### src/rtl/imem_loader.sv
// imem_loader: turns a length-prefixed byte stream into little-endian word
// writes to instruction memory, holding the core in reset until the image is in.
`default_nettype none

module imem_loader #(
  parameter logic [31:0] BASE_ADDR = 32'h0,
  parameter logic [31:0] MAX_BYTES = 32'd16001
) (
  input  logic        clk,
  input  logic        rst,
  input  logic        start,
  input  logic        s_valid,
  input  logic [7:0]  s_data,
  output logic        s_ready,
  output logic        mem_we,
  output logic [31:0] mem_addr,
  output logic [31:0] mem_wdata,
  output logic [3:0]  mem_be,
  output logic        busy,
  output logic        done,
  output logic        err,
  output logic        cpu_hold,
  output logic [31:0] bytes_loaded
);

  localparam logic [2:0] S_IDLE  = 3'd0;
  localparam logic [2:0] S_LEN   = 3'd1;
  localparam logic [2:0] S_DATA  = 3'd2;
  localparam logic [2:0] S_WRITE = 3'd3;
  localparam logic [2:0] S_DONE  = 3'd4;
  localparam logic [2:0] S_ERR   = 3'd5;

  logic [2:0]  r_state, w_next;
  logic [31:0] r_len;
  logic [1:0]  r_hdr_cnt;
  logic [31:0] r_bytes;
  logic [31:0] r_asm;
  logic [3:0]  r_be;
  logic [29:0] r_word_idx;
  logic        r_last;
  logic [31:0] r_mem_addr;
  logic [31:0] r_mem_wdata;
  logic [3:0]  r_mem_be;

  logic        w_xfer, w_start, w_hdr_done, w_last, w_trig;
  logic [1:0]  w_lane;
  logic [31:0] w_len_full, w_asm_next;
  logic [3:0]  w_be_next;

  assign w_xfer     = s_valid & s_ready;
  assign w_start    = start & ((r_state == S_IDLE) | (r_state == S_DONE) | (r_state == S_ERR));
  assign w_len_full = {s_data, r_len[23:0]};
  assign w_hdr_done = w_xfer & (r_state == S_LEN) & (r_hdr_cnt == 2'd3);
  assign w_lane     = r_bytes[1:0];
  assign w_last     = ((r_bytes + 32'd1) == r_len);
  assign w_trig     = w_xfer & (r_state == S_DATA) & ((w_lane == 2'd3) | w_last);

  always_comb begin
    w_asm_next = r_asm;
    w_asm_next[{w_lane, 3'b000} +: 8] = s_data;
    w_be_next = r_be | (4'b0001 << w_lane);
  end

  always_ff @(posedge clk or negedge rst) begin
    if (!rst) r_state <= S_IDLE;
    else      r_state <= w_next;
  end

  always_comb begin
    w_next = r_state;
    case (r_state)
      S_IDLE, S_DONE, S_ERR: if (start) w_next = S_LEN;
      S_LEN: begin
        if (w_hdr_done) begin
          if (w_len_full == 32'd0)           w_next = S_DONE;
          else if (w_len_full > MAX_BYTES)   w_next = S_ERR;
          else                               w_next = S_DATA;
        end
      end
      S_DATA:  if (w_trig) w_next = S_WRITE;
      S_WRITE: w_next = r_last ? S_DONE : S_DATA;
      default: w_next = S_IDLE;
    endcase
  end

  always_comb begin
    s_ready  = (r_state == S_LEN) | (r_state == S_DATA);
    mem_we   = (r_state == S_WRITE);
    mem_be   = mem_we ? r_mem_be : 4'h0;
    busy     = (r_state == S_LEN) | (r_state == S_DATA) | (r_state == S_WRITE);
    done     = (r_state == S_DONE);
    err      = (r_state == S_ERR);
    cpu_hold = (r_state != S_DONE);
  end

  always_ff @(posedge clk or negedge rst) begin
    if (!rst) begin
      r_len       <= 32'd0;
      r_hdr_cnt   <= 2'd0;
      r_bytes     <= 32'd0;
      r_asm       <= 32'd0;
      r_be        <= 4'd0;
      r_word_idx  <= 30'd0;
      r_last      <= 1'b0;
      r_mem_addr  <= 32'd0;
      r_mem_wdata <= 32'd0;
      r_mem_be    <= 4'd0;
    end else begin
      if (w_start) begin
        r_len      <= 32'd0;
        r_hdr_cnt  <= 2'd0;
        r_bytes    <= 32'd0;
        r_asm      <= 32'd0;
        r_be       <= 4'd0;
        r_word_idx <= 30'd0;
        r_last     <= 1'b0;
      end
      if ((r_state == S_LEN) && w_xfer) begin
        r_len[{r_hdr_cnt, 3'b000} +: 8] <= s_data;
        r_hdr_cnt <= r_hdr_cnt + 2'd1;
      end
      if ((r_state == S_DATA) && w_xfer) begin
        r_bytes <= r_bytes + 32'd1;
        // The completed word is captured straight into the write registers,
        // so the assembly register is free again during the write bubble.
        if (w_trig) begin
          r_mem_addr  <= BASE_ADDR + {r_word_idx, 2'b00};
          r_mem_wdata <= w_asm_next;
          r_mem_be    <= w_be_next;
          r_asm       <= 32'd0;
          r_be        <= 4'd0;
          r_word_idx  <= r_word_idx + 30'd1;
          r_last      <= w_last;
        end else begin
          r_asm <= w_asm_next;
          r_be  <= w_be_next;
        end
      end
    end
  end

  assign mem_addr     = r_mem_addr;
  assign mem_wdata    = r_mem_wdata;
  assign bytes_loaded = r_bytes;

endmodule

`default_nettype wire

### config.mk
export PLATFORM = sky130hd
export DESIGN_NAME = imem_loader
export DESIGN_NICKNAME = d
export VERILOG_FILES = /design/src/rtl/imem_loader.sv
export SDC_FILE = /design/constraint.sdc
export NUM_CORES = 1
export LEC_CHECK = 0
export BUFFER_PORTS_ARGS = -buffer_cell sky130_fd_sc_hd__buf_2
export CORE_MARGIN = 3
export CORE_UTILIZATION = 45
export DETAILED_ROUTE_END_ITERATION = 12
export GPL_ROUTABILITY_DRIVEN = 0
export GPL_TIMING_DRIVEN = 0
export HOLD_SLACK_MARGIN = 0.05
export SYNTH_ARGS = -nofsm -noshare
export SYNTH_HDL_FRONTEND = slang
export SYNTH_SLANG_ARGS = --single-unit
### constraint.sdc
create_clock -name clk -period 3.8 [get_ports clk]
set_input_delay 0.19 -clock clk [delete_from_list [all_inputs] [get_ports clk]]
set_output_delay 0.19 -clock clk [all_outputs]
set_load 0.1 [all_outputs]
==> flow_summary.ini, run 1 <==
[run_status]
status = complete, no violations

[power]
p_per_area_mw_per_mm2 = 427
pwr-share-clk = 0.404
p_leak_nw = 6.26
seq_power_share = 0.416
p_int_mw = 3.83
p_sw_mw = 1.70
ir_drop_mv = 0.304
p_sw_frac = 0.307
comb_power_share = 0.181

[synthesis]
yosys-top-cells-area = dfrtp_1 47%, mux2_4 4.0%, a21oi_1 3.8%
yosysTopAreaCellShare = 0.466
ys_warn_count = 0
syn_area_mm2 = 0.0108
synth-main-ff-cell = dfrtp_1
yosys.area.top_type = dfrtp_1
ys_ff_latch = 202
syn_inst = 1151
seq_area_frac_synth = 0.466
synth_cell_types = 66
synth_edf_count = 0
syn_avg_cell_area_um2 = 9.42
ys_async_sr_fraction = 1.00

[timing]
setup_viol = 0
final_hold_viol_count = 0
skew_ns = 0.0178
setup_slack_ns = 0.169
slew_headroom = 0.103
slew_violations = 0
rsz0062_at_grt = no
fmax_mhz = 275
finalCritPeriodShare = 0.955
worstMarginPinSlew_ns = 1.33
period_minus_slack_ns = 3.63

[final_layout]
mostFrequentLayoutCell = dfrtp_1
layout.nets = 1334
fin_cells = 1642
seq_area_mm2 = 0.00506
layout-drive-gt1-share = 0.193
fillers = 2225
final_cell_mix = 198 x dfrtp_1, 124 x buf_2, 107 x nand2_1, 82 x a21oi_1, 76 x nand3_1
multi_input_area_mm2 = 0.00542
n_antenna_cell = 0
area_delta_synth_final_pct = 19.2

[route]
viasPerCell = 5.68
via_count = 9330
drtIter0Drc = 762
wl_per_cell_um = 18.8
drtPass1Iterations = 5
drt-total-wl_mm = 31.0
final_antenna_net_count = 0
route.detailed.drc = 0

[floorplanning]
die_h_um = 161
die-area_mm2 = 0.0260
core-area_mm2 = 0.0236
num_rows = 56
die_width_um = 161
io_pins = 118
initial_core_util = 0.459

[place]
dp.cells = 1588
dp_slack_ns = -0.329
port_buffers = 115
dp.final_hpwl_mm = 21.5

[clock_tree]
cts_sinks = 202
numCtsBuffers = 23
cts_buffer_depth = 3
clkLatencyLatePin_ns = 0.52
htreeDepth = 1
cts_tree = done
cts_root_buf = clkbuf_16
path_clk_slew_ns = 0.06

[setup_path]
critPathCaptureType = register
crit_top_cell = buf_6
r2r_cells = 14
crit_path_max_incr_delay_ns = 0.46
cp_slowest_cell = dfrtp_2
startpoint_type = register
path_class = reg2reg
cp.buffers_inverters = 4
required_ns = 4.19
worst_ep_arrival_time_ns = 4.02
critPathMaxFanout = 10
crit_chain = buf_4 -> inv_1 -> ha_1 -> xor2_1 -> nor3_2 -> o2111ai_1 -> a211oi_2 -> and4_1 -> and4_4 -> and3_4 -> buf_6 -> nor3_4 -> buf_6 -> a32o_1
crit_family = simple AND/OR/NAND/NOR gates
critical_path_depth = 14

[grt]
grt_overflow = 0
grt_use_total = 0.237
grt_start_max_net_pins = 73
antenna_found_initial = 0
grt_pass1_vias = 8890
grt_pass1_wl_mm = 49.9

[hold_path]
hold_depth = 4
min_path_type = in2reg

[run]
cap_viol_max_count = 0
==> flip-flops by register name (all words and copies together), names as in the netlist <==
| name | cells |
|---|---|
| bytes_loaded | 32 |
| mem_addr | 30 |
| mem_wdata | 32 |
| r_asm | 32 |
| r_be | 4 |
| r_hdr_cnt | 2 |
| r_last | 1 |
| r_len | 32 |
| r_mem_be | 4 |
| r_state | 3 |
| r_word_idx | 30 |
==> final cells by class <==
class / count / area share
Multi-Input combinational cell: 848 / 0.419
Sequential cell: 202 / 0.391
Timing Repair Buffer: 132 / 0.0600
Clock buffer: 36 / 0.0553
Buffer: 90 / 0.0366
Tap cell: 319 / 0.0309
Inverter: 12 / 0.00348
Clock inverter: 3 / 0.00339
==> timing repair <==
item | in CTS | in global routing
setup endpoints to repair | 120 | 124
setup buffers | 0 | 6
endpoints found under the hold margin | 67 | 0
resized for setup | 7 | 26
pin swaps | 1 | 3
hold buffers | 9 | 0
==> kinds of logic (layout without fill, tap and decap cells) <==
family	count (synthesis)	in the layout	share of synthesized area
simple gates	492	492	0.237
compound gates	261	261	0.154
flops	202	202	0.466
buf+inv	102	273	0.0449
xor+xnor	41	41	0.0331
mux	39	39	0.0501
fa+ha+maj	13	13	0.0150
other cells	1	2	0.000346
==> cells in the mapped netlist (7+ instances only) <==
cell      instances
mux2_4           29
nand2b_1          7
buf_6             7
buf_2            17
xnor2_1          27
o22ai_1          27
nor4_1           16
dfrtp_1         202
and2_1           22
clkbuf_1         57
o31ai_1          16
nor3_1           59
inv_1            12
a22o_1           13
a32o_1           25
nand2_1         107
nand3_1          79
a21oi_1          82
o21ai_0          68
and4_1            8
nand4_1          22
a31oi_1           9
ha_1             13
nor2_1           63
and3_1           28
xor2_1           14
nor2b_1          46
buf_4             8
==> final timing paths <==
path,slack (ns),end,from
min in group asynchronous,0.19,bytes_loaded[23],rst
max reg2reg,0.17,r_asm[15],bytes_loaded[0]
min reg2reg,0.48,r_asm[10],r_asm[10]
min,0.10,r_state[2],start
max in group asynchronous,2.86,bytes_loaded[1],rst
max,0.17,r_asm[15],bytes_loaded[0]
==> per-layer routing <==
layer  share of wire  GRT usage  up-vias
li1                -          -     4484
met1            0.47      0.356     4547
met2            0.46      0.370      259
met4           0.015     0.0438        0
met3           0.055     0.0328       40
met5               0          0        -
==> tightest hold or removal path: stages <==
cell and delay (ns):
buf_2 0.10, a211oi_1 0.13, nand2_1 0.10, o31ai_1 0.06
==> power by group through the flow <==
stage          Combinational, mW  Sequential (mW)  Clock [mW]
2_1_floorplan              0.699             2.31           0
3_3_place_gp               0.954             2.33           0
3_5_place_dp               0.963             2.33           0
4_1_cts                    0.974             2.29        2.28
5_1_grt                     1.09             2.30        2.38
6_report                   0.998             2.30        2.23
==> through the flow <==
stage | util | cell area [um^2] | hold slack, ns | power, mW | TNS (ns)
2_1_floorplan | - | 10900 | -0.106 | 3.01 | 0
3_3_place_gp | 0.501 | 11800 | 0.466 | 3.28 | -207.33
3_5_place_dp | 0.504 | 11900 | 0.157 | 3.29 | -19.13
4_1_cts | 0.541 | 12800 | 0.0736 | 5.55 | 0
5_1_grt | 0.547 | 12900 | 0.128 | 5.77 | 0
6_report | 0.547 | 12900 | 0.103 | 5.53 | 0
(Power assumes the default switching activity.)
==> run 2, diff against run 1 <==
--- a/config.mk
+++ b/config.mk
@@ -6,12 +6,16 @@
 export NUM_CORES = 1
 export LEC_CHECK = 0
 export BUFFER_PORTS_ARGS = -buffer_cell sky130_fd_sc_hd__buf_2
+export CELL_PAD_IN_SITES_DETAIL_PLACEMENT = 1
+export CELL_PAD_IN_SITES_GLOBAL_PLACEMENT = 1
 export CORE_MARGIN = 3
 export CORE_UTILIZATION = 45
 export DETAILED_ROUTE_END_ITERATION = 12
 export GPL_ROUTABILITY_DRIVEN = 0
 export GPL_TIMING_DRIVEN = 0
 export HOLD_SLACK_MARGIN = 0.05
+export PLACE_DENSITY_LB_ADDON = 0.1
+export REMOVE_ABC_BUFFERS = 1
 export SYNTH_ARGS = -nofsm -noshare
 export SYNTH_HDL_FRONTEND = slang
 export SYNTH_SLANG_ARGS = --single-unit
==> flow_summary.ini, run 2 (synthesis gave the netlist of run 1 again) <==
[run_status]
status = complete, no violations

[floorplanning]
io_pins = 118
die_width_um = 161
die_h_um = 161
die-area_mm2 = 0.0260
num_rows = 56
core-area_mm2 = 0.0236
initial_core_util = 0.459

[place]
port_buffers = 115
dp.final_hpwl_mm = 20.3
dp_slack_ns = -1.87

[hold_path]
hold_depth = 3
min_path_type = in2reg

[grt]
antenna_found_initial = 0
grt_pass1_vias = 9777
grt_overflow = 0
grt_pass1_wl_mm = 54.4
grt_start_max_net_pins = 117
grt_use_total = 0.257

[timing]
fmax_mhz = 270
rsz0062_at_grt = no
period_minus_slack_ns = 3.70
slew_headroom = 0.106
setup_slack_ns = 0.0969
skew_ns = 0.0102
final_hold_viol_count = 0
worstMarginPinSlew_ns = 1.33
setup_tns_ns = 0
slew_violations = 0
setup_viol = 0
finalCritPeriodShare = 0.975

[setup_path]
critical_path_depth = 13
path_class = reg2reg
crit_chain = ha_4 -> nand4_1 -> buf_4 -> or4_4 -> or3_1 -> a211oi_1 -> and4_1 -> and4_1 -> and3_4 -> buf_4 -> nor2_4 -> buf_12 -> mux2_4
cp_slowest_cell = or4_4
crit_path_max_incr_delay_ns = 0.48
critPathMaxFanout = 15
rrSetupSlack_ns = 0.1
r2r_cells = 13
cp.buffers_inverters = 3
required_ns = 4.19
startpoint_type = register
critPathCaptureType = register
crit_family = simple AND/OR/NAND/NOR gates
worst_ep_arrival_time_ns = 4.10

[power]
p_sw_mw = 1.75
p_per_area_mw_per_mm2 = 436
p_int_mw = 3.81
p_sw_frac = 0.314
p_leak_nw = 6.16
pwr-share-clk = 0.402
comb_power_share = 0.179
seq_power_share = 0.419
ir_drop_mv = 0.282

[final_layout]
n_antenna_cell = 0
layout-drive-gt1-share = 0.208
area_delta_synth_final_pct = 17.7
layout.nets = 1266
final_cell_mix = 193 x dfrtp_1, 115 x buf_2, 106 x nand2_1, 82 x a21oi_1, 78 x nand3_1
mostFrequentLayoutCell = dfrtp_1

[route]
viasPerCell = 5.99
drt-total-wl_mm = 33.9
via_count = 9433
wl_per_cell_um = 21.5
drtIter0Drc = 614
route.detailed.drc = 0
final_antenna_net_count = 0
drtPass1Iterations = 4

[clock_tree]
cts_sinks = 202
cts_tree = done
clkLatencyLatePin_ns = 0.52
numCtsBuffers = 24
cts_root_buf = clkbuf_16
cts_buffer_depth = 3
htreeDepth = 1
path_clk_slew_ns = 0.06

[run]
cap_viol_max_count = 0
## run 2: layout make-up
| type | count | area (um^2) |
|---|---|---|
| clock buffer | 34 | 689 |
| timing repair buffer | 147 | 971 |
| inverter | 12 | 45.0 |
| tap | 319 | 399 |
| multi-input combinational | 854 | 5530 |
| clock inverter | 8 | 67.6 |
| fill | 2690 | 10800 |
| sequential | 202 | 5070 |
## run 2: per-stage QoR
step,instance area [um^2],util,hold slack (ns),instances,power (mW)
after floorplan,10400,-,-0.106,1062,2.97
after global placement,11400,0.482,0.466,1496,3.25
after detailed placement,11600,0.492,0.249,1506,3.32
after CTS,12700,0.537,0.0691,1571,5.60
after global routing,12800,0.541,0.103,1576,5.79
final,12800,0.541,0.0962,1576,5.56
## run 2: power by group through the flow
stage               Sequential (mW)  Combinational [mW]  Clock, mW
floorplan                      2.32               0.646          0
global placement               2.35               0.894          0
detailed placement             2.36               0.958          0
CTS                            2.33               0.988       2.28
global route                   2.34                1.08       2.37
finish                         2.33               0.993       2.24
## run 2: metal layers
layer | vias up | wire length, um | global-route usage
li1 | 4353 | - | -
met2 | 193 | 16400 | 0.431
met5 | - | 0 | 0
met4 | 0 | 783 | 0.0669
met1 | 4835 | 15400 | 0.359
met3 | 52 | 1280 | 0.0303
## run 2: repair_timing
action | in CTS | in global routing
buffers inserted | 16 | 4
pin swaps | 7 | 2
cloned | 6 | 1
endpoints found under the setup margin | 134 | 92
hold buffers | 1 | 0
gates resized for setup | 14 | 9
endpoints found under the hold margin | 86 | 0
## run 2: tightest hold or removal path, cell delays in order
cell and delay [ns]:
buf_2 0.20, nand3_1 0.10, o21ai_0 0.07
## run 2: worst paths after layout
path	from	to
max	bytes_loaded[1]	mem_addr[13]
min	s_data[7]	r_len[7]
max reg2reg	bytes_loaded[1]	mem_addr[13]
min reg2reg	r_asm[10]	r_asm[10]
max in group asynchronous	rst	r_word_idx[13]
min in group asynchronous	rst	bytes_loaded[29]
